`src/rtl/clock_time_if.sv`:
```
// clock_time_if: groups the time sequencer's pulse inputs and display outputs.
//   tick_1hz, btn_mode, btn_inc : 1-cycle pulses into the sequencer
//   hours[4:0], minutes[5:0], seconds[5:0] : current time of day
//   mode[1:0] : 0 = RUN, 1 = SET_HOUR, 2 = SET_MIN
//   blink : flash phase of the field being edited
//   day_wrap : 1-cycle pulse on midnight rollover
// The master modport is the stimulus side. The slave modport is the sequencer.
interface clock_time_if;
    logic       tick_1hz;
    logic       btn_mode;
    logic       btn_inc;
    logic [4:0] hours;
    logic [5:0] minutes;
    logic [5:0] seconds;
    logic [1:0] mode;
    logic       blink;
    logic       day_wrap;

    modport master (
        output tick_1hz, btn_mode, btn_inc,
        input  hours, minutes, seconds, mode, blink, day_wrap
    );

    modport slave (
        input  tick_1hz, btn_mode, btn_inc,
        output hours, minutes, seconds, mode, blink, day_wrap
    );
endinterface

```
`src/rtl/clock_time_ctrl.sv`:
```
// clock_time_ctrl: time-of-day sequencer with a hour/minute edit mode.
//   clk, rst_n : system clock and asynchronous active-low reset
//   bus (clock_time_if.slave) :
//     in  tick_1hz, btn_mode, btn_inc
//     out hours, minutes, seconds, mode, blink, day_wrap (all registered)
// In RUN, each tick advances hh:mm:ss. btn_mode steps the mode
// RUN -> SET_HOUR -> SET_MIN -> RUN. While editing, time is frozen and
// ticks only toggle blink. Leaving SET_MIN zeroes the seconds.
module clock_time_ctrl #(
    parameter int unsigned HOURS_PER_DAY = 24,
    parameter int unsigned INIT_HOUR     = 0,
    parameter int unsigned INIT_MIN      = 0
) (
    input  logic          clk,
    input  logic          rst_n,
    clock_time_if.slave   bus
);
    typedef enum logic [1:0] {
        RUN      = 2'd0,
        SET_HOUR = 2'd1,
        SET_MIN  = 2'd2
    } state_e;

    localparam logic [4:0] HOUR_LAST = 5'(HOURS_PER_DAY - 1);
    localparam logic [4:0] HOUR_INIT = 5'(INIT_HOUR);
    localparam logic [5:0] MIN_INIT  = 6'(INIT_MIN);
    localparam logic [5:0] SIXTY_M1  = 6'd59;

    state_e     state_q, state_d;
    logic [4:0] hours_q, hours_d;
    logic [5:0] minutes_q, minutes_d;
    logic [5:0] seconds_q, seconds_d;
    logic       blink_q, blink_d;
    logic       day_wrap_q, day_wrap_d;

    always_ff @(posedge clk or negedge rst_n) begin
        if (!rst_n) begin
            state_q    <= RUN;
            hours_q    <= HOUR_INIT;
            minutes_q  <= MIN_INIT;
            seconds_q  <= 6'd0;
            blink_q    <= 1'b0;
            day_wrap_q <= 1'b0;
        end else begin
            state_q    <= state_d;
            hours_q    <= hours_d;
            minutes_q  <= minutes_d;
            seconds_q  <= seconds_d;
            blink_q    <= blink_d;
            day_wrap_q <= day_wrap_d;
        end
    end

    always_comb begin
        state_d    = state_q;
        hours_d    = hours_q;
        minutes_d  = minutes_q;
        seconds_d  = seconds_q;
        blink_d    = blink_q;
        day_wrap_d = 1'b0;

        case (state_q)
            RUN: begin
                // A tick still lands when btn_mode arrives in the same cycle.
                if (bus.tick_1hz) begin
                    if (seconds_q == SIXTY_M1) begin
                        seconds_d = 6'd0;
                        if (minutes_q == SIXTY_M1) begin
                            minutes_d = 6'd0;
                            if (hours_q == HOUR_LAST) begin
                                hours_d    = 5'd0;
                                day_wrap_d = 1'b1;
                            end else begin
                                hours_d = hours_q + 5'd1;
                            end
                        end else begin
                            minutes_d = minutes_q + 6'd1;
                        end
                    end else begin
                        seconds_d = seconds_q + 6'd1;
                    end
                end
                if (bus.btn_mode) begin
                    state_d = SET_HOUR;
                    blink_d = 1'b0;
                end
            end
            SET_HOUR: begin
                // btn_mode takes priority. Any inc or tick in that cycle is dropped.
                if (bus.btn_mode) begin
                    state_d = SET_MIN;
                    blink_d = 1'b0;
                end else begin
                    if (bus.tick_1hz) blink_d = ~blink_q;
                    if (bus.btn_inc)
                        hours_d = (hours_q == HOUR_LAST) ? 5'd0 : hours_q + 5'd1;
                end
            end
            SET_MIN: begin
                if (bus.btn_mode) begin
                    state_d   = RUN;
                    blink_d   = 1'b0;
                    seconds_d = 6'd0;
                end else begin
                    if (bus.tick_1hz) blink_d = ~blink_q;
                    if (bus.btn_inc)
                        minutes_d = (minutes_q == SIXTY_M1) ? 6'd0 : minutes_q + 6'd1;
                end
            end
            default: begin
                state_d = RUN;
                blink_d = 1'b0;
            end
        endcase
    end

    assign bus.hours    = hours_q;
    assign bus.minutes  = minutes_q;
    assign bus.seconds  = seconds_q;
    assign bus.mode     = state_q;
    assign bus.blink    = blink_q;
    assign bus.day_wrap = day_wrap_q;
endmodule
```
`src/flat_wrapper.sv`:
```
// flat-port wrapper written by rule: the top's interface ports become plain ports
module clock_time_ctrl_flat 
#(
    parameter int unsigned HOURS_PER_DAY = 24,
    parameter int unsigned INIT_HOUR     = 0,
    parameter int unsigned INIT_MIN      = 0
)
  (clk, rst_n, bus_tick_1hz, bus_btn_mode, bus_btn_inc, bus_hours, bus_minutes, bus_seconds, bus_mode, bus_blink, bus_day_wrap);
  clock_time_if bus_i ();
  input  logic clk;
  input  logic rst_n;
  input wire logic [$bits(bus_i.tick_1hz)-1:0] bus_tick_1hz;
  input wire logic [$bits(bus_i.btn_mode)-1:0] bus_btn_mode;
  input wire logic [$bits(bus_i.btn_inc)-1:0] bus_btn_inc;
  output wire logic [$bits(bus_i.hours)-1:0] bus_hours;
  output wire logic [$bits(bus_i.minutes)-1:0] bus_minutes;
  output wire logic [$bits(bus_i.seconds)-1:0] bus_seconds;
  output wire logic [$bits(bus_i.mode)-1:0] bus_mode;
  output wire logic [$bits(bus_i.blink)-1:0] bus_blink;
  output wire logic [$bits(bus_i.day_wrap)-1:0] bus_day_wrap;
  assign bus_i.tick_1hz = bus_tick_1hz;
  assign bus_i.btn_mode = bus_btn_mode;
  assign bus_i.btn_inc = bus_btn_inc;
  assign bus_hours = bus_i.hours;
  assign bus_minutes = bus_i.minutes;
  assign bus_seconds = bus_i.seconds;
  assign bus_mode = bus_i.mode;
  assign bus_blink = bus_i.blink;
  assign bus_day_wrap = bus_i.day_wrap;
  clock_time_ctrl #(.HOURS_PER_DAY(HOURS_PER_DAY), .INIT_HOUR(INIT_HOUR), .INIT_MIN(INIT_MIN)) u_core (.clk(clk), .rst_n(rst_n), .bus(bus_i));
endmodule
```
`config.mk`:
```
export PLATFORM = sky130hd
export DESIGN_NAME = clock_time_ctrl_flat
export DESIGN_NICKNAME = d
export VERILOG_FILES = /design/src/rtl/clock_time_if.sv /design/src/rtl/clock_time_ctrl.sv /design/src/flat_wrapper.sv
export SDC_FILE = /design/constraint.sdc
export NUM_CORES = 1
export LEC_CHECK = 0
export CAP_MARGIN = 20
export CELL_PAD_IN_SITES_DETAIL_PLACEMENT = 0
export CELL_PAD_IN_SITES_GLOBAL_PLACEMENT = 1
export CORE_MARGIN = 5
export CORE_UTILIZATION = 25
export DETAILED_ROUTE_END_ITERATION = 10
export DONT_BUFFER_PORTS = 1
export PLACE_DENSITY = 0.56
export SLEW_MARGIN = 20
export SYNTH_ARGS = -nofsm -noshare
export SYNTH_HDL_FRONTEND = slang
export SYNTH_SLANG_ARGS = --single-unit
export TNS_END_PERCENT = 5
```
`constraint.sdc`:
```
create_clock -name clk -period 2.6 [get_ports clk]
set_input_delay 0.78 -clock clk [delete_from_list [all_inputs] [get_ports clk]]
set_output_delay 0.78 -clock clk [all_outputs]
set_load 0.02 [all_outputs]
```
=== Word level (Yosys, flattened, before mapping) ===
Cells that the tools add are included.

* $add $sub $neg: 3
* Eq/ne operators: 16
* Bitwise gates (word level): 1
* Mux-type cells: 30
* Reduce and logical (&&, ||, !) cells: 9

{| class="wikitable"
|+ Operator list
! operator !! count
|-
| 6-bit 2-to-1 mux || 8
|-
| 5-bit 2-to-1 mux || 6
|-
| 6-bit one-hot mux with 2 select lines || 2
|-
| 2-bit inequality test, second input constant || 8
|-
| 6-bit by 1-bit adder with 6-bit output, second input constant || 2
|-
| 6-bit == test, second input constant || 2
|-
| 5-bit one-hot mux with 2 select lines || 1
|-
| 1-bit 2-to-1 mux || 8
|-
| 2-bit 2-to-1 mux || 3
|-
| 2-bit one-hot mux with 3 select lines || 1
|-
| 3-bit AND reduction || 2
|-
| 6-bit AND reduction || 1
|-
| 5-bit by 1-bit adder with 5-bit output, second input constant || 1
|-
| 5-bit == test, second input constant || 1
|-
| 5-bit AND reduction || 1
|-
| 2-bit by 1-bit inequality test with 1-bit output, second input constant || 2
|-
| 2-bit nonzero test || 2
|-
| 3-bit by 1-bit inequality test with 1-bit output, second input constant || 1
|-
| 2-bit by 1-bit == test with 1-bit output, second input constant || 1
|-
| 2-bit == test, second input constant || 1
|-
| 2-bit logical NOT || 1
|-
| 1-bit one-hot mux with 2 select lines || 1
|-
| 2-bit AND reduction || 1
|-
| 2-bit OR reduction || 1
|-
| 1-bit inverter || 1
|}

* Bits in registers: 21

=== Longest topological paths before layout ===
Gate-level depths: netlist (run 1).

* Depth in word-level cells: 6
* Gate-level depth with buffers: 7
* Mapped depth without buffers: 7

=== Worst setup path after synthesis (run 1) ===
Ideal clock, no wire load.

* Path type: register to register
* Start point: reg u_core.seconds_q[0] (netlist: u_core.bus.seconds[0])
* End point: reg u_core.hours_q[4] (netlist: u_core.bus.hours[4])
* Path slack: 0.613 ns
* Data required time: 2.475 ns
* Library setup time: 0.125 ns
* Clock period less this slack: 1.987 ns
* Data arrival time: 1.862 ns
* Stages on the path, launching flop included: 7
* Cell sequence: dfrtp_1 ha_1 nand4_1 or3b_4 o21ai_4 nand4_2 mux2_4

* Cells in the longest elaborated chain, start to end: 3

{| class="wikitable"
|+ RTL lines
! element !! RTL line !! source
|-
| start, declared || clock_time_ctrl.sv:32 || <nowiki>logic [5:0] seconds_q, seconds_d;</nowiki>
|-
| start signal, assigned || clock_time_ctrl.sv:48 || <nowiki>seconds_q <= seconds_d;</nowiki>
|-
| 6-bit == test || clock_time_ctrl.sv:66 || <nowiki>if (seconds_q == SIXTY_M1) begin</nowiki>
|-
| 2-bit by 1-bit inequality test with 1-bit output (no source line) || n/a ||
|-
| 6-bit AND reduction (no source line) || n/a ||
|-
| end signal, assigned || clock_time_ctrl.sv:46 || <nowiki>hours_q <= hours_d;</nowiki>
|-
| end, declared || clock_time_ctrl.sv:30 || <nowiki>logic [4:0] hours_q, hours_d;</nowiki>
|}

Every way passes these cells.
A chain may end at the register's enable or synchronous reset.

=== Final worst setup path (run 1) ===
* Start point: reg u_core.seconds_q[0] (netlist: u_core.bus.seconds[0])
* End point: reg u_core.minutes_q[2] (netlist: u_core.bus.minutes[2])

* Cells in the longest elaborated chain, start to end: 3

{| class="wikitable"
|+ RTL lines
! element !! RTL line !! source
|-
| 6-bit == test || clock_time_ctrl.sv:66 ||
|-
| 2-bit by 1-bit inequality test with 1-bit output (no source line) || n/a ||
|-
| 5-bit AND reduction (no source line) || n/a ||
|-
| end signal, assigned || clock_time_ctrl.sv:47 || <nowiki>minutes_q <= minutes_d;</nowiki>
|-
| end, declared || clock_time_ctrl.sv:31 || <nowiki>logic [5:0] minutes_q, minutes_d;</nowiki>
|}

Every way passes these cells.

==> metrics.md, run 1 <==
| Metric | Value |
|---|---|
| First-pass GRT wire length | `4270 um` |
| Routed vias/inst | `4.91` |
| Vias in the first global route | `845` |
| H-tree levels | `1` |
| Tot Pwr | `1.73 mW` |
| RSZ-0062 raised after global routing | `false` |
| DP Wirelength | `1960 um` |
| Synth Register Bits | `21` |
| I/O pins | `26` |
| Total internal power | `0.889 mW` |
| Setup tns final | `0 ns` |
| F_max | `0.461 GHz` |
| Syn Nets | `131` |
| Part of the power in combinational logic | `39.3%` |
| Max Cap Violations | `0` |
| CP Capture Type | `flop` |
| Worst path required time | `2.74 ns` |
| Post-synthesis sequential area ratio | `44.1%` |
| P_sw | `0.839 mW` |
| Slew headroom | `71.8%` |
| Average size of a mapped cell | `9.93 um^2` |
| Clk_lat worst skew | `0.27 ns` |
| Fin crit period | `2.17 ns` |
| Maximum vdd ir drop | `0.000404 V` |
| Fill cell count | `498` |
| Final #Nets | `137` |
| Starting DRC count in detailed routing | `32` |
| CTS Hold Buffers Added | `0` |
| TritonCTS clock tree | `yes` |
| Floorplan die height | `79.0 um` |
| # diodes | `0` |
| DRT Wirelength | `2550 um` |
| Gate Count Post-Synth | `120` |
| WL/cell | `14.3 um` |
| Die ar. | `6240 um^2` |
| Pins Over Slew Limit | `0` |
| Worst Tran Pin Value | `0.423 ns` |
| Gp weighted congestion | `0.796` |
| Drt drc | `0` |
| Sequential share of power | `48.2%` |
| PwrDens | `1320 nW/um^2` |
| Clock root buffer master | `clkbuf_8` |
| Sw Ratio | `48.5%` |
| Clk network pwr share | `12.6%` |
| Most common flop cell mapped by yosys | `dfrtp_1` |
| Post-Synthesis Cell Area | `1190 um^2` |
| Clock skew | `0.0125 ns` |
| Gr ovfl total | `0` |
| Post-CTS Setup Bufs | `0` |
| Clk slew on worst S/H paths | `0.09 ns` |
| CTS resizes | `0` |
| Crit Path Max Fanout | `5` |
| Hold Crit Class | `in2async` |
| Total track usage | `8.59%` |
| Fraction of layout cells with a size suffix above 1 | `12.0%` |
| Clk sink count | `21` |
| Netlist cell types | `35` |
| Setup violations, final | `0` |
| Post-route clock period utilization | `83.3%` |
| Via count | `878` |
| Number of flops mapped to enable cells by yosys | `0` |
| CP Class | `reg2reg` |
| Asr flop ratio synth | `100%` |
| TritonCTS Buffers | `3` |
| Antenna Nets Post-Route | `0` |
| Leakage | `0.548 nW` |
| Core area | `4660 um^2` |
| Initial core utilization | `25.6%` |
| Yosys warns | `0` |
| Row cnt | `25` |
| Area added between synthesis and finish | `10.2%` |
| Initial antenna violation count | `0` |
| Largest net degree at the start of global routing | `22` |
| DIE WIDTH | `79.0 um` |
| TritonRoute pass-1 iters | `4` |
| Fin. Hold Viols | `0` |
| Status | `finished, final reports clean` |
| Port Buffers | `0` |
| CP Launch Type | `flop` |
| Clk buf depth | `2` |
| Critical Path AT | `2.31 ns` |
per-stage QoR:
step           instance area (um^2)  worst slack (ns)  util [%]  hold slack, ns  std cells
2_1_floorplan                  1190             0.613         -           0.484        120
6_report                       1310             0.433      28.2           0.196        179
4_1_cts                        1310             0.430      28.2           0.190        179
3_3_place_gp                   1270             0.508      27.2           0.485        175
5_1_grt                        1310             0.333      28.2           0.181        179
3_5_place_dp                   1270             0.452      27.2           0.485        175
critical path, cell delays in order (launching register included):
cell and delay [ns]:
dfrtp_1 0.52, ha_1 0.27, nand4_1 0.15, or3b_4 0.47, a21oi_2 0.21, nand2_1 0.12
mux2_4 0.30
Yosys cell counts, types with 2 or more instances:
cell type	instances	area [um^2]
dfrtp_1	21	526
nand2_1	12	45.0
nor2_1	9	33.8
o21ai_0	9	45.0
ha_1	6	75.1
nand3_1	6	30.0
o21ai_1	6	30.0
a21oi_1	5	25.0
inv_1	4	15.0
nor2b_1	4	25.0
mux2_1	3	33.8
mux2_4	3	45.0
nor3_1	3	15.0
a21o_1	2	15.0
and3_1	2	12.5
nand2b_1	2	12.5
nand4_1	2	12.5
nand4_2	2	25.0
o21bai_1	2	15.0
o31ai_1	2	15.0
logic make-up after synthesis:
group	after synthesis	share of synthesized area (%)
AO/OA/AOI/OAI	31	16.2
XOR/XNOR	1	0.735
adder cells (fa/ha/maj)	6	6.30
buffers and inverters	4	1.26
flip-flops	21	44.1
multiplexers	7	8.51
AND/OR/NAND/NOR	50	22.9
layout make-up:
class                   count  area [um^2]  share of cell area (%)
multi-input cells          95          651                    49.6
flip-flops and latches     21          526                    40.0
well taps                  54         67.6                    5.15
clock buffers               3         41.3                    3.15
inverters                   4         15.0                    1.14
repair buffers              1         7.51                   0.572
clock inverters             1         5.00                   0.381
power groups by stage:
stage          clock, mW  combinational, mW  sequential, mW
6_report           0.217              0.679           0.832
5_1_grt            0.237              0.772           0.866
4_1_cts            0.227              0.687           0.837
3_5_place_dp           0              0.687           0.842
3_3_place_gp           0              0.671           0.835
2_1_floorplan          0              0.561           0.776
registers in the layout, summed over array words and instances, names as in the netlist:
signal               count
u_core.bus.hours         5
u_core.bus.day_wrap      1
u_core.bus.blink         1
u_core.bus.mode          2
u_core.bus.minutes       6
u_core.bus.seconds       6
layer usage:
layer	routed length [um]	up-vias	global-route usage [%]
met4	21	0	1.55
met5	0	-	0
li1	-	441	-
met1	1100	414	10.6
met2	1220	21	13.6
met3	217	2	4.42
cells in the final DEF, fill, tap and decap left out, types with 2 or more instances in the layout:
cell | Yosys | final
mux2_1 | 3 | 3
nor3_1 | 3 | 3
nand2_1 | 12 | 12
ha_1 | 6 | 6
nor2_1 | 9 | 9
a21oi_1 | 5 | 5
o21ai_0 | 9 | 9
mux2_4 | 3 | 3
o21bai_1 | 2 | 2
a21o_1 | 2 | 2
nand4_1 | 2 | 2
and3_1 | 2 | 2
o31ai_1 | 2 | 2
nor2b_1 | 4 | 4
dfrtp_1 | 21 | 21
o21ai_1 | 6 | 6
inv_1 | 4 | 4
nand2b_1 | 2 | 2
nand3_1 | 6 | 6
nand4_2 | 2 | 2
clkbuf_8 | 0 | 3
final timing paths:
path	startpoint	to	slack, ns	cells past startpoint
max in group asynchronous	rst_n	u_core.bus.minutes[0]$_DFFE_PN0P_	2.32	0
setup / recovery	u_core.bus.seconds[0]$_DFFE_PN0P_	u_core.bus.minutes[2]$_DFFE_PN0P_	0.43	6
setup reg to reg	u_core.bus.seconds[0]$_DFFE_PN0P_	u_core.bus.minutes[2]$_DFFE_PN0P_	0.43	6
min in group clk	bus_btn_mode	u_core.bus.blink$_DFFE_PN0P_	0.58	1
hold / removal	rst_n	u_core.bus.seconds[5]$_DFFE_PN0P_	0.20	0
hold reg to reg	u_core.bus.minutes[1]$_DFFE_PN0P_	u_core.bus.minutes[1]$_DFFE_PN0P_	0.66	2
No activity file was read; power rests on OpenSTA's default activity.
==> run 2: changes to the inputs <==
==> constraint.sdc (replaced) <==
create_clock -name clk -period 2.25 [get_ports clk]
set_input_delay 0.675 -clock clk [delete_from_list [all_inputs] [get_ports clk]]
set_output_delay 0.675 -clock clk [all_outputs]
set_load 0.02 [all_outputs]
==> run 2 against run 1 <==
Effect of this change:
- critical path depth did not move
- via count up 3.2%
- first-iteration DRC count grew 110%
- global-route usage rose by 0.55 points
- setup slack worse by 0.20 ns
- sequential power grew 3.4%
- sequential share of layout area fell by 1.7 points
- critical path type unchanged
==> metrics.md, run 2 (synthesis gave the netlist of run 1 again) <==
| Metric | Value |
|---|---|
| Status | `finished, final reports clean` |
| DP Wirelength | `2150 um (+9.7%)` |
| Clock root buffer master | `clkbuf_8` |
| Fin crit period | `2.02 ns (-0.147 ns)` |
| Hold Crit Class | `in2async` |
| Post-CTS Setup Bufs | `0 (unchanged)` |
| Placed cell area | `1330 um^2 (+4.7%)` |
| R2R setup slack | `0.23 ns (-0.20 ns)` |
| Worst path required time | `2.43 ns (-0.31 ns)` |
| Maximum vdd ir drop | `0.000466 V (+15%)` |
| Setup tns final | `0 ns (unchanged)` |
| Largest net degree at the start of global routing | `22 (unchanged)` |
| TritonCTS clock tree | `yes` |
| Pins Over Slew Limit | `0 (unchanged)` |
| Clk sink count | `21 (unchanged)` |
| Starting DRC count in detailed routing | `66 (+110%)` |
| Multi-input logic area | `651 um^2 (unchanged)` |
| DIE WIDTH | `79.0 um (unchanged)` |
| F_max | `0.495 GHz (+7.3%)` |
| Via count | `906 (+3.2%)` |
| Floorplan die height | `79.0 um (unchanged)` |
| Tot Pwr | `2.09 mW (+21%)` |
| DRT Wirelength | `2670 um (+4.6%)` |
| Port Buffers | `0 (unchanged)` |
| # diodes | `0 (unchanged)` |
| Gp weighted congestion | `0.803 (+0.94%)` |
| Initial core utilization | `25.6% (unchanged)` |
| Die ar. | `6240 um^2 (unchanged)` |
| Critical Path AT | `2.20 ns (-0.11 ns)` |
| Leakage | `0.585 nW (+6.6%)` |
| Clk slew on worst S/H paths | `0.07 ns (-0.02 ns)` |
| Clk buf depth | `2 (unchanged)` |
| CP Launch Type | `flop` |
| Crit Path Max Fanout | `7 (+2)` |
| Smallest setup slack after layout | `0.230 ns (-0.203 ns)` |
| Clk_lat worst skew | `0.26 ns (about the same)` |
| Row cnt | `25 (unchanged)` |
| Total track usage | `9.15% (+0.55 points)` |
| Setup violations, final | `0 (unchanged)` |
| Drt drc | `0 (unchanged)` |
| Post-route clock period utilization | `89.8% (+6.4 points)` |
| Routed vias/inst | `4.84 (-1.2%)` |
| Fill cell count | `482 (-3.2%)` |
| Commonest non-fill, non-tap cell in the layout | `dfrtp_1` |
| Layout Utilization | `29.4% (+1.3 points)` |
| Most frequent cells in the layout | `21 x dfrtp_1, 12 x nand2_1, 9 x nor2_1, 9 x o21ai_0, 9 x buf_4` |
| Area added between synthesis and finish | `15.1%` |
| RSZ-0062 raised after global routing | `false` |
| Final Cell Area | `1370 um^2 (+4.5%)` |
| Clock skew | `0.00111 ns (-0.0114 ns)` |
| Antenna Nets Post-Route | `0 (unchanged)` |
| Storage cell area | `526 um^2 (unchanged)` |
| Hold slack | `0.104 ns (-0.0924 ns)` |
| CTS resizes | `0 (unchanged)` |
| Cell Count, Final, Fillers Out | `187 (+4.5%)` |
| Core area | `4660 um^2 (unchanged)` |
| Fin. Hold Viols | `0 (unchanged)` |
| Worst Tran Pin Value | `0.504 ns (+0.0817 ns)` |
| CP Capture Type | `flop` |
| TritonRoute pass-1 iters | `4 (unchanged)` |
| First-pass GRT wire length | `4640 um (+8.7%)` |
| I/O pins | `26 (unchanged)` |
| Initial antenna violation count | `0 (unchanged)` |
| Dpl cells | `183 (+4.6%)` |
| Vias in the first global route | `943 (+12%)` |
| CP Class | `reg2reg` |
| WL/cell | `14.3 um (+0.15%)` |
| Fraction of layout cells with a size suffix above 1 | `16.5% (+4.5 points)` |
| Slew headroom | `66.2% (-5.7 points)` |
| PwrDens | `1520 nW/um^2 (+16%)` |
| Final #Nets | `145 (+5.8%)` |
| Max Cap Violations | `0 (unchanged)` |
| TritonCTS Buffers | `3 (unchanged)` |
| CTS Hold Buffers Added | `0 (unchanged)` |
| Gr ovfl total | `0 (unchanged)` |
| Post-Place Worst Slack | `0.244 ns (-0.208 ns)` |
| H-tree levels | `1 (unchanged)` |
-- run 2: cell count changes in the layout (fill, tap and decap cells not counted) --
cell / delta
buf_4: +8
clkbuf_1: +1
clkinv_2: -1
-- run 2: critical path, stage by stage, from the launching register on --
cell     delay (ns)
dfrtp_1        0.54
ha_1           0.37
mux2_1         0.35
o21ai_1        0.28
buf_4          0.22
o21ai_0        0.08
o21ai_0        0.10
-- run 2: final timing paths --
path,start,to,depth (start not counted)
min,rst_n,u_core.bus.seconds[5]$_DFFE_PN0P_,0
max in group asynchronous,rst_n,u_core.bus.minutes[5]$_DFFE_PN0P_,0
min in group clk,bus_btn_mode,u_core.bus.blink$_DFFE_PN0P_,1
max,u_core.bus.mode[1]$_DFFE_PN0P_,u_core.bus.seconds[2]$_DFFE_PN0P_,6
max reg2reg,u_core.bus.mode[1]$_DFFE_PN0P_,u_core.bus.seconds[2]$_DFFE_PN0P_,6
min reg2reg,u_core.bus.minutes[0]$_DFFE_PN0P_,u_core.bus.minutes[0]$_DFFE_PN0P_,2
-- run 2: power by group --
part	internal, mW	total (mW)	switching (mW)	leakage, nW
Clock	0.126	0.245	0.119	0.0228
Sequential	0.533	0.860	0.327	0.256
Combinational	0.446	0.985	0.539	0.306
-- run 2: final cells by class --
cell class / count / area share, %
clock buffers: 4 / 3.28
inverters: 4 / 1.09
multi-input cells: 95 / 47.4
flip-flops and latches: 21 / 38.3
well taps: 54 / 4.93
repair buffers: 9 / 4.93
-- run 2: routing by layer --
| layer | wire length [um] | track usage (%) | vias up | part of all wire, % |
|---|---|---|---|---|
| met3 | 195 | 3.97 | 2 | 7.3 |
| met1 | 1180 | 10.8 | 432 | 44 |
| met2 | 1280 | 15.3 | 19 | 48 |
| li1 | - | - | 453 | - |
| met5 | 0 | 0 | - | 0 |
| met4 | 8 | 2.06 | 0 | 0.30 |
==> run 3: changes to the inputs <==
--- a/config.mk
+++ b/config.mk
@@ -10,6 +10,7 @@
 export CELL_PAD_IN_SITES_GLOBAL_PLACEMENT = 1
 export CORE_MARGIN = 5
 export CORE_UTILIZATION = 25
+export CTS_BUF_LIST = sky130_fd_sc_hd__clkbuf_8
 export DETAILED_ROUTE_END_ITERATION = 10
 export DONT_BUFFER_PORTS = 1
 export PLACE_DENSITY = 0.56
==> run 3 against run 2 <==
Effect of this change:
- utilization did not move
- setup slack did not move
- combinational power barely moved
- power fell by 0.20%
- sequential share of layout area did not move
- non-clock buffer count did not move
- final cell count did not move
- first-iteration DRC count did not move
- clock skew barely moved
- global-route usage did not move
- critical path depth did not move
- sequential power barely moved
- largest cell class unchanged
- largest power group unchanged
==> metrics.md, run 3 (synthesis gave the netlist of run 1 again) <==
| Metric | Value |
|---|---|
| WL/cell | `14.3 um (about the same)` |
| First-pass GRT wire length | `4640 um (unchanged)` |
| Die ar. | `6240 um^2 (unchanged)` |
| Crit Path Max Fanout | `7 (unchanged)` |
| Worst Tran Pin Value | `0.504 ns (unchanged)` |
| # diodes | `0 (unchanged)` |
| Storage cell area | `526 um^2 (unchanged)` |
| Fin crit period | `2.02 ns (unchanged)` |
| Initial antenna violation count | `0 (unchanged)` |
| Critical Path AT | `2.20 ns (about the same)` |
| Gr ovfl total | `0 (unchanged)` |
| RSZ-0062 raised after global routing | `false` |
| Commonest non-fill, non-tap cell in the layout | `dfrtp_1` |
| F_max | `0.495 GHz (unchanged)` |
| Starting DRC count in detailed routing | `66 (unchanged)` |
| Clk network pwr share | `11.6% (about the same)` |
| PwrDens | `1520 nW/um^2 (-0.20%)` |
| Final Cell Area | `1370 um^2 (unchanged)` |
| TritonCTS clock tree | `yes` |
| Row cnt | `25 (unchanged)` |
| DP Wirelength | `2150 um (unchanged)` |
| Pins Over Slew Limit | `0 (unchanged)` |
| Post-CTS Setup Bufs | `0 (unchanged)` |
| Largest net degree at the start of global routing | `22 (unchanged)` |
| Routed vias/inst | `4.86 (+0.22%)` |
| Gp weighted congestion | `0.803 (unchanged)` |
| Floorplan die height | `79.0 um (unchanged)` |
| P_sw | `0.987 mW (about the same)` |
| Clock root buffer master | `clkbuf_8` |
| Sequential share of power | `41.2% (about the same)` |
| Maximum vdd ir drop | `0.000465 V (about the same)` |
| DRT Wirelength | `2670 um (about the same)` |
| CTS Hold Buffers Added | `0 (unchanged)` |
| I/O pins | `26 (unchanged)` |
| Post-route clock period utilization | `89.8% (unchanged)` |
| Vias in the first global route | `943 (unchanged)` |
| Port Buffers | `0 (unchanged)` |
| Placed cell area | `1330 um^2 (unchanged)` |
| Total internal power | `1.10 mW (-0.41%)` |
| Dpl cells | `183 (unchanged)` |
| Clk slew on worst S/H paths | `0.07 ns (about the same)` |
| Part of the power in combinational logic | `47.2% (about the same)` |
| Fill cell count | `482 (unchanged)` |
| Clock skew | `0.00130 ns (+0.000192 ns)` |
| Total track usage | `9.15% (unchanged)` |
| Layout Utilization | `29.4% (unchanged)` |
| Area added between synthesis and finish | `15.1% (unchanged)` |
| Setup violations, final | `0 (unchanged)` |
| CTS resizes | `0 (unchanged)` |
| Clk buf depth | `2 (unchanged)` |
| TritonCTS Buffers | `3 (unchanged)` |
| Worst path required time | `2.43 ns (about the same)` |
| Cell Count, Final, Fillers Out | `187 (unchanged)` |
| Clk sink count | `21 (unchanged)` |
| Hold Crit Class | `in2async` |
| Max Cap Violations | `0 (unchanged)` |
| Final #Nets | `145 (unchanged)` |
| Multi-input logic area | `651 um^2 (unchanged)` |
| CP Class | `reg2reg` |
| CP Launch Type | `flop` |
| Setup tns final | `0 ns (unchanged)` |
| Leakage | `0.589 nW (+0.71%)` |
| H-tree levels | `1 (unchanged)` |
| Smallest setup slack after layout | `0.230 ns (unchanged)` |
| Drt drc | `0 (unchanged)` |
| Fraction of layout cells with a size suffix above 1 | `16.5% (unchanged)` |
| Hold slack | `0.104 ns (unchanged)` |
| Post-Place Worst Slack | `0.244 ns (unchanged)` |
| Sw Ratio | `47.3% (+0.11 points)` |
| Most frequent cells in the layout | `21 x dfrtp_1, 12 x nand2_1, 9 x nor2_1, 9 x o21ai_0, 9 x buf_4` |
| DIE WIDTH | `79.0 um (unchanged)` |
| Antenna Nets Post-Route | `0 (unchanged)` |
| Via count | `908 (+0.22%)` |
| Slew headroom | `66.2% (unchanged)` |
| TritonRoute pass-1 iters | `4 (unchanged)` |
| Initial core utilization | `25.6% (unchanged)` |
| Tot Pwr | `2.09 mW (-0.20%)` |
| Fin. Hold Viols | `0 (unchanged)` |
| Status | `finished, final reports clean` |
| Core area | `4660 um^2 (unchanged)` |
| Clk_lat worst skew | `0.26 ns (about the same)` |
| CP Capture Type | `flop` |
[run 3: power groups by stage]
stage / combinational (mW) / clock (mW) / sequential [mW]
2_1_floorplan: 0.649 / 0 / 0.897
3_3_place_gp: 0.966 / 0 / 0.865
3_5_place_dp: 1.00 / 0 / 0.871
4_1_cts: 1.00 / 0.253 / 0.864
5_1_grt: 1.11 / 0.279 / 0.893
6_report: 0.985 / 0.241 / 0.860
[run 3: metal layers]
metal	vias to the layer above	share of wire, %	GRT usage (%)
li1	453	-	-
met1	434	44	10.8
met2	19	48	15.3
met3	2	7.3	3.97
met4	0	0.30	2.06
met5	-	0	0
[run 3: worst paths after layout]
kind	cells past startpoint	from	slack, ns	endpoint
worst max-delay path	6	u_core.bus.mode[1]$_DFFE_PN0P_	0.23	u_core.bus.seconds[2]$_DFFE_PN0P_
worst min-delay path	0	rst_n	0.10	u_core.bus.seconds[5]$_DFFE_PN0P_
worst max register to register	6	u_core.bus.mode[1]$_DFFE_PN0P_	0.23	u_core.bus.seconds[2]$_DFFE_PN0P_
worst min register to register	2	u_core.bus.minutes[0]$_DFFE_PN0P_	0.62	u_core.bus.minutes[0]$_DFFE_PN0P_
max in group asynchronous	0	rst_n	2.07	u_core.bus.hours[4]$_DFFE_PN0P_
min in group clk	1	bus_btn_mode	0.47	u_core.bus.blink$_DFFE_PN0P_
[run 3: cell type report]
type,count,share of cell area [%]
multi-input combinational,95,47.4
sequential,21,38.3
timing repair buffer,9,4.93
tap,54,4.93
clock buffer,3,3.01
inverter,4,1.09
clock inverter,1,0.274
[run 3: critical path, stage by stage (launching register included)]
cell	delay [ns]
dfrtp_1	0.54
ha_1	0.37
mux2_1	0.35
o21ai_1	0.28
buf_4	0.22
o21ai_0	0.08
o21ai_0	0.10
==> edit 1 (settings of run 3) <==
Reset style: synchronous (`rst_n`), changed in one clocked block. Comments in the files are not updated.
--- a/src/rtl/clock_time_ctrl.sv
+++ b/src/rtl/clock_time_ctrl.sv
@@ -34,5 +34,5 @@
     logic       day_wrap_q, day_wrap_d;
 
-    always_ff @(posedge clk or negedge rst_n) begin
+    always_ff @(posedge clk) begin
         if (!rst_n) begin
             state_q    <= RUN;
Function: differs if rst_n is asserted again (counterexample within 4 cycles, from zero or initial values and one cycle with rst_n low); with rst_n held inactive, the same outputs for 10 cycles.
==> edit 1 against run 3 <==
Wire length shrank 2.4%. Critical endpoint is now u_core.bus.hours[4]. Sequential share of layout area is 4.7 points lower. Final area fell by 8.9%. Largest cell class unchanged. Die area down 6.8%. Sequential cell count unchanged. Synthesized area down 7.8%. Setup slack better by 0.0051 ns.
Power is not compared: it rests on default switching activity, and its combinational part moved more than twofold at a synthesized area within 25%.
==> edit 1: results (changes against run 3) <==
Status
  • Status: finished, final reports clean (unchanged)

Detailed routing
  • Final WL: 2610 um (was 2670 um)
  • Via Count: 927 (was 908)
  • DRC Markers: 0 (unchanged)
  • DRT iter0 DRCs: 30 (was 66)

Timing
  • Worst hold slack: 0.491 ns (was 0.104 ns)
  • Setup ws final: 0.235 ns (was 0.230 ns)
  • Skew final: 0.00510 ns (was 0.00130 ns)
  • Worst-margin pin slew: 0.405 ns (was 0.504 ns)

GRT
  • Total track usage: 9.51% (was 9.15%)
  • First-pass GRT wire length: 4600 um (was 4640 um)
  • Number of global-route vias before repair: 928 (was 943)
  • Largest net degree at the start of global routing: 16 (was 22)

Setup path
  • Crit Path Max Fanout: 6 (was 7)
  • Buf/Inv on CP: 2 (was 1)
  • CP endpoint: u_core.bus.hours[4] (was u_core.bus.seconds[2])
  • Slowest CP cell: or4b_1 (was dfrtp_1)
  • Crit-path max cell delay: 0.47 ns (was 0.54 ns)
  • R2R depth: 7 (was 6)
  • R2r startpoint: u_core.bus.mode[0] (was u_core.bus.mode[1])
  • Crit path max-delay family: simple AND/OR/NAND/NOR gates (was flip-flops)

Synth
  • Post-synthesis xor/xnor area fraction: 3.99% (was 0.735%)
  • Commonest cells in the netlist: dfxtp_1, nand2_1, nor2_1 (was dfrtp_1, nand2_1, nor2_1, o21ai_0)
  • Syn nets: 135 (was 131)
  • Post-synth top flop: dfxtp_1 (was dfrtp_1)
  • Ranking of synthesized cells by area: dfxtp_1, ha_1, nand2_1 (was dfrtp_1, ha_1, o21ai_0)
  • Adder-Cell Fraction of Synth Area: 6.83% (was 6.30%)
  • Ys Warns: 0 (unchanged)
  • Mux share of post-synthesis cell area: 3.08% (was 8.51%)
  • Synth unique cells: 39 (was 35)
  • Fraction of registers with async set/reset: 0% (was 100%)
  • Compound-cell area share of the yosys netlist: 18.2% (was 16.2%)
  • Seq/Total Area, Yosys: 38.3% (was 44.1%)

Final layout
  • Fillers: 471 (was 482)
  • Share of layout cells above drive strength 1: 17.3% (was 16.5%)

Clocking
  • Setup Fix Bufs, Post-CTS: 0 (unchanged)
  • CTS buffer count: 3 (unchanged)
  • Post-CTS sizing: 0 (unchanged)
  • CTS clk-pin slew, worst paths: 0.08 ns
  • H-tree levels: 1 (unchanged)
  • Root buf cell: clkbuf_8 (unchanged)

Placed design
  • Placer Congestion: 0.750 (was 0.803)
  • Post-DP HPWL: 1990 um (was 2150 um)
  • Pre-CTS WS: 0.249 ns (was 0.244 ns)
  • IO Port Bufs: 0 (unchanged)

Power
  • P_leak: 0.473 nW

Worst hold path
  • Hold Crit Class: in -> reg (was in -> async)
-- edit 1: worst min-delay path by stage --
stage | cells after the start | from | to
after CTS | 1 | bus_btn_mode | u_core.bus.blink
final | 1 | bus_btn_mode | u_core.bus.blink
after global routing | 1 | bus_btn_mode | u_core.bus.blink
after floorplan | 2 | u_core.bus.minutes[1] | u_core.bus.minutes[1]
after detailed placement | 2 | u_core.bus.hours[1] | u_core.bus.hours[1]
after global placement | 2 | u_core.bus.hours[1] | u_core.bus.hours[1]
-- edit 1: layout make-up --
class	count	area share, %
multi-input cells	96	52.2
inverters	6	1.80
flip-flops and latches	21	33.6
repair buffers	6	3.60
clock inverters	1	0.300
well taps	52	5.21
clock buffers	3	3.30
-- edit 1: worst reg2reg max path, delay by kind of cell, from the launching register on --
kind	cells	cell delay, ns
AO/OA/AOI/OAI	1	0.14
adder cells (fa/ha/maj)	1	0.31
buffers and inverters	2	0.25
flip-flops	1	0.40
multiplexers	1	0.26
AND/OR/NAND/NOR	2	0.59
-- edit 1: logic make-up (layout without fill, tap and decap cells) --
| family | Yosys count | count (layout) |
|---|---|---|
| muxes | 3 | 3 |
| and+or+nand+nor | 55 | 55 |
| buffers and inverters | 7 | 16 |
| adders and majority gates | 6 | 6 |
| DFF | 21 | 21 |
| xor gates and xnor gates | 5 | 5 |
| AOI/OAI and AO/OA | 27 | 27 |
-- edit 1: power by group through the flow --
| stage | Combinational (mW) | Clock [mW] | Sequential [mW] |
|---|---|---|---|
| after floorplan | 0.112 | 0 | 0.445 |
| after global placement | 0.155 | 0 | 0.442 |
| after detailed placement | 0.159 | 0 | 0.443 |
| after CTS | 0.159 | 0.262 | 0.435 |
| after global routing | 0.180 | 0.270 | 0.438 |
| final | 0.157 | 0.246 | 0.434 |
-- edit 1: per-stage QoR --
| step | util, % | cell area [um2] | cells |
|---|---|---|---|
| floorplan | - | 1100 | 124 |
| global placement | 28.1 | 1200 | 181 |
| detailed placement | 28.1 | 1200 | 181 |
| CTS | 29.1 | 1250 | 185 |
| global route | 29.1 | 1250 | 185 |
| finish | 29.1 | 1250 | 185 |
-- edit 1: per-layer routing --
metal	global-route usage, %	up-vias	share of wire (%)	routed length, um
met3	5.32	2	9.0	236
li1	-	466	-	-
met1	11.0	437	42	1110
met4	2.10	0	0.69	18
met2	15.2	22	48	1250
met5	0	-	0	0
==> edit 2 (flow settings as in run 3) <==
Made on the original files. `HOURS_PER_DAY` is set to 24 in 2 places; all go to 18.
--- a/src/rtl/clock_time_ctrl.sv
+++ b/src/rtl/clock_time_ctrl.sv
@@ -8,5 +8,5 @@
 // ticks only toggle blink. Leaving SET_MIN zeroes the seconds.
 module clock_time_ctrl #(
-    parameter int unsigned HOURS_PER_DAY = 24,
+    parameter int unsigned HOURS_PER_DAY = 18,
     parameter int unsigned INIT_HOUR     = 0,
     parameter int unsigned INIT_MIN      = 0
--- a/src/flat_wrapper.sv
+++ b/src/flat_wrapper.sv
@@ -2,5 +2,5 @@
 module clock_time_ctrl_flat 
 #(
-    parameter int unsigned HOURS_PER_DAY = 24,
+    parameter int unsigned HOURS_PER_DAY = 18,
     parameter int unsigned INIT_HOUR     = 0,
     parameter int unsigned INIT_MIN      = 0
Check against the original RTL: no difference found for any inputs over 10 cycles, from zero or initial values and one cycle with rst_n low; that may be too few to reach the edited logic, so the function may still have changed.
==> edit 2 against run 3 <==
Synthesized cell count grew 5.8%. Clock power up 2%. Via count is 6.4% higher. Total power decreased by 4.3%. Sequential cell count did not move. Synthesized area grew 0.32%. Final area fell by 0.18%. Wire length up 4.0%. Combinational power about the same. Setup slack worse by 0.050 ns. Largest power group unchanged.
==> edit 2: results (changes against run 3) <==
Timing
  • Skew final: 0.00545 ns (was 0.00130 ns)
  • Max-slew headroom: 61.3% (was 66.2%)
  • Setup ws final: 0.180 ns (was 0.230 ns)

Final layout
  • NumNets Final: 151 (was 145)

GRT
  • Met1 GRT Util: 10.8% (about the same)
  • First-pass GRT wire length: 4690 um (was 4640 um)
  • Number of global-route vias before repair: 1008 (was 943)
  • Total track usage: 9.49% (was 9.15%)
  • GR met3 Demand/Resource: 1.93% (was 3.97%)
  • Met2 Usage GRT: 16.5% (was 15.3%)

Placed design
  • Dpl cell area: 1320 um2 (was 1330 um2)
  • Post-DP HPWL: 2120 um (was 2150 um)
  • Pre-CTS WS: 0.206 ns (was 0.244 ns)
  • DP Cell Count: 188 (was 183)

Setup path
  • Crit Path Max Fanout: 10 (was 7)
  • Crit-path max cell delay: 0.48 ns (was 0.54 ns)

Power
  • P_leak: 0.607 nW (was 0.589 nW)
  • Max IR drop VDD: 0.561 mV (was 0.465 mV)

Detailed routing
  • DRT iter0 DRCs: 45 (was 66)
  • DR WL met3: 134 um (was 195 um)
  • M1 WL: 1220 um (was 1180 um)
  • Final WL: 2780 um (was 2670 um)
  • WL per Instance: 14.5 um (was 14.3 um)
  • WL met2: 1390 um (was 1280 um)

Synth
  • Syn nets: 139 (was 131)
  • Synth Instances: 127 (was 120)
  • Ranking of synthesized cells by area: dfrtp_1, ha_1, o21ai_0 (unchanged)
  • Seq/Total Area, Yosys: 44.0% (was 44.1%)
  • Commonest cells in the netlist: dfrtp_1, o21ai_0, nand2_1 (was dfrtp_1, nand2_1, nor2_1, o21ai_0)

Status
  • Status: finished, final reports clean (unchanged)
edit 2: cell count changes after synthesis, moves of 3 or more:
cell / change
o21ai_1: -6
o21ai_0: +8
mux2_1: -3
mux2_4: -3
edit 2: final cells by class:
cell class | count | area, um2
clock buffer | 3 | 41.3
clock inverter | 1 | 3.75
fill | 503 | 3320
inverter | 6 | 22.5
multi-input combinational | 97 | 633
sequential | 21 | 526
tap | 54 | 67.6
timing repair buffer | 10 | 75.1
edit 2: worst register-to-register path, stage by stage (launching register included):
cell and delay, ns:
dfrtp_1 0.48, inv_1 0.13, ha_1 0.34, nor2_1 0.12
a211o_1 0.40, or2_1 0.30, o31ai_1 0.19
edit 2: cells by family (layout without fill, tap and decap cells):
kind of cell	after synthesis	after routing	synth area share, %
muxes	1	1	0.838
xor gates and xnor gates	1	1	0.733
DFF	21	21	44.0
adders and majority gates	7	7	7.33
and+or+nand+nor	53	53	24.8
buffers and inverters	9	20	3.04
AOI/OAI and AO/OA	35	35	19.3
edit 2: how the worst min path moves through the flow:
stage | slack, ns | from | cells after the start | end
after floorplan | 0.38 | rst_n | 0 | u_core.bus.blink
after global placement | 0.38 | rst_n | 0 | u_core.bus.hours[3]
after detailed placement | 0.38 | rst_n | 0 | u_core.bus.hours[3]
after CTS | 0.09 | rst_n | 0 | u_core.bus.hours[3]
after global routing | 0.08 | rst_n | 0 | u_core.bus.mode[0]
final | 0.1 | rst_n | 0 | u_core.bus.hours[3]
edit 2: report_power, final:
part | internal (mW) | switching [mW] | leakage [nW]
combinational | 0.398 | 0.583 | 0.322
sequential | 0.528 | 0.242 | 0.259
clock | 0.122 | 0.125 | 0.0269
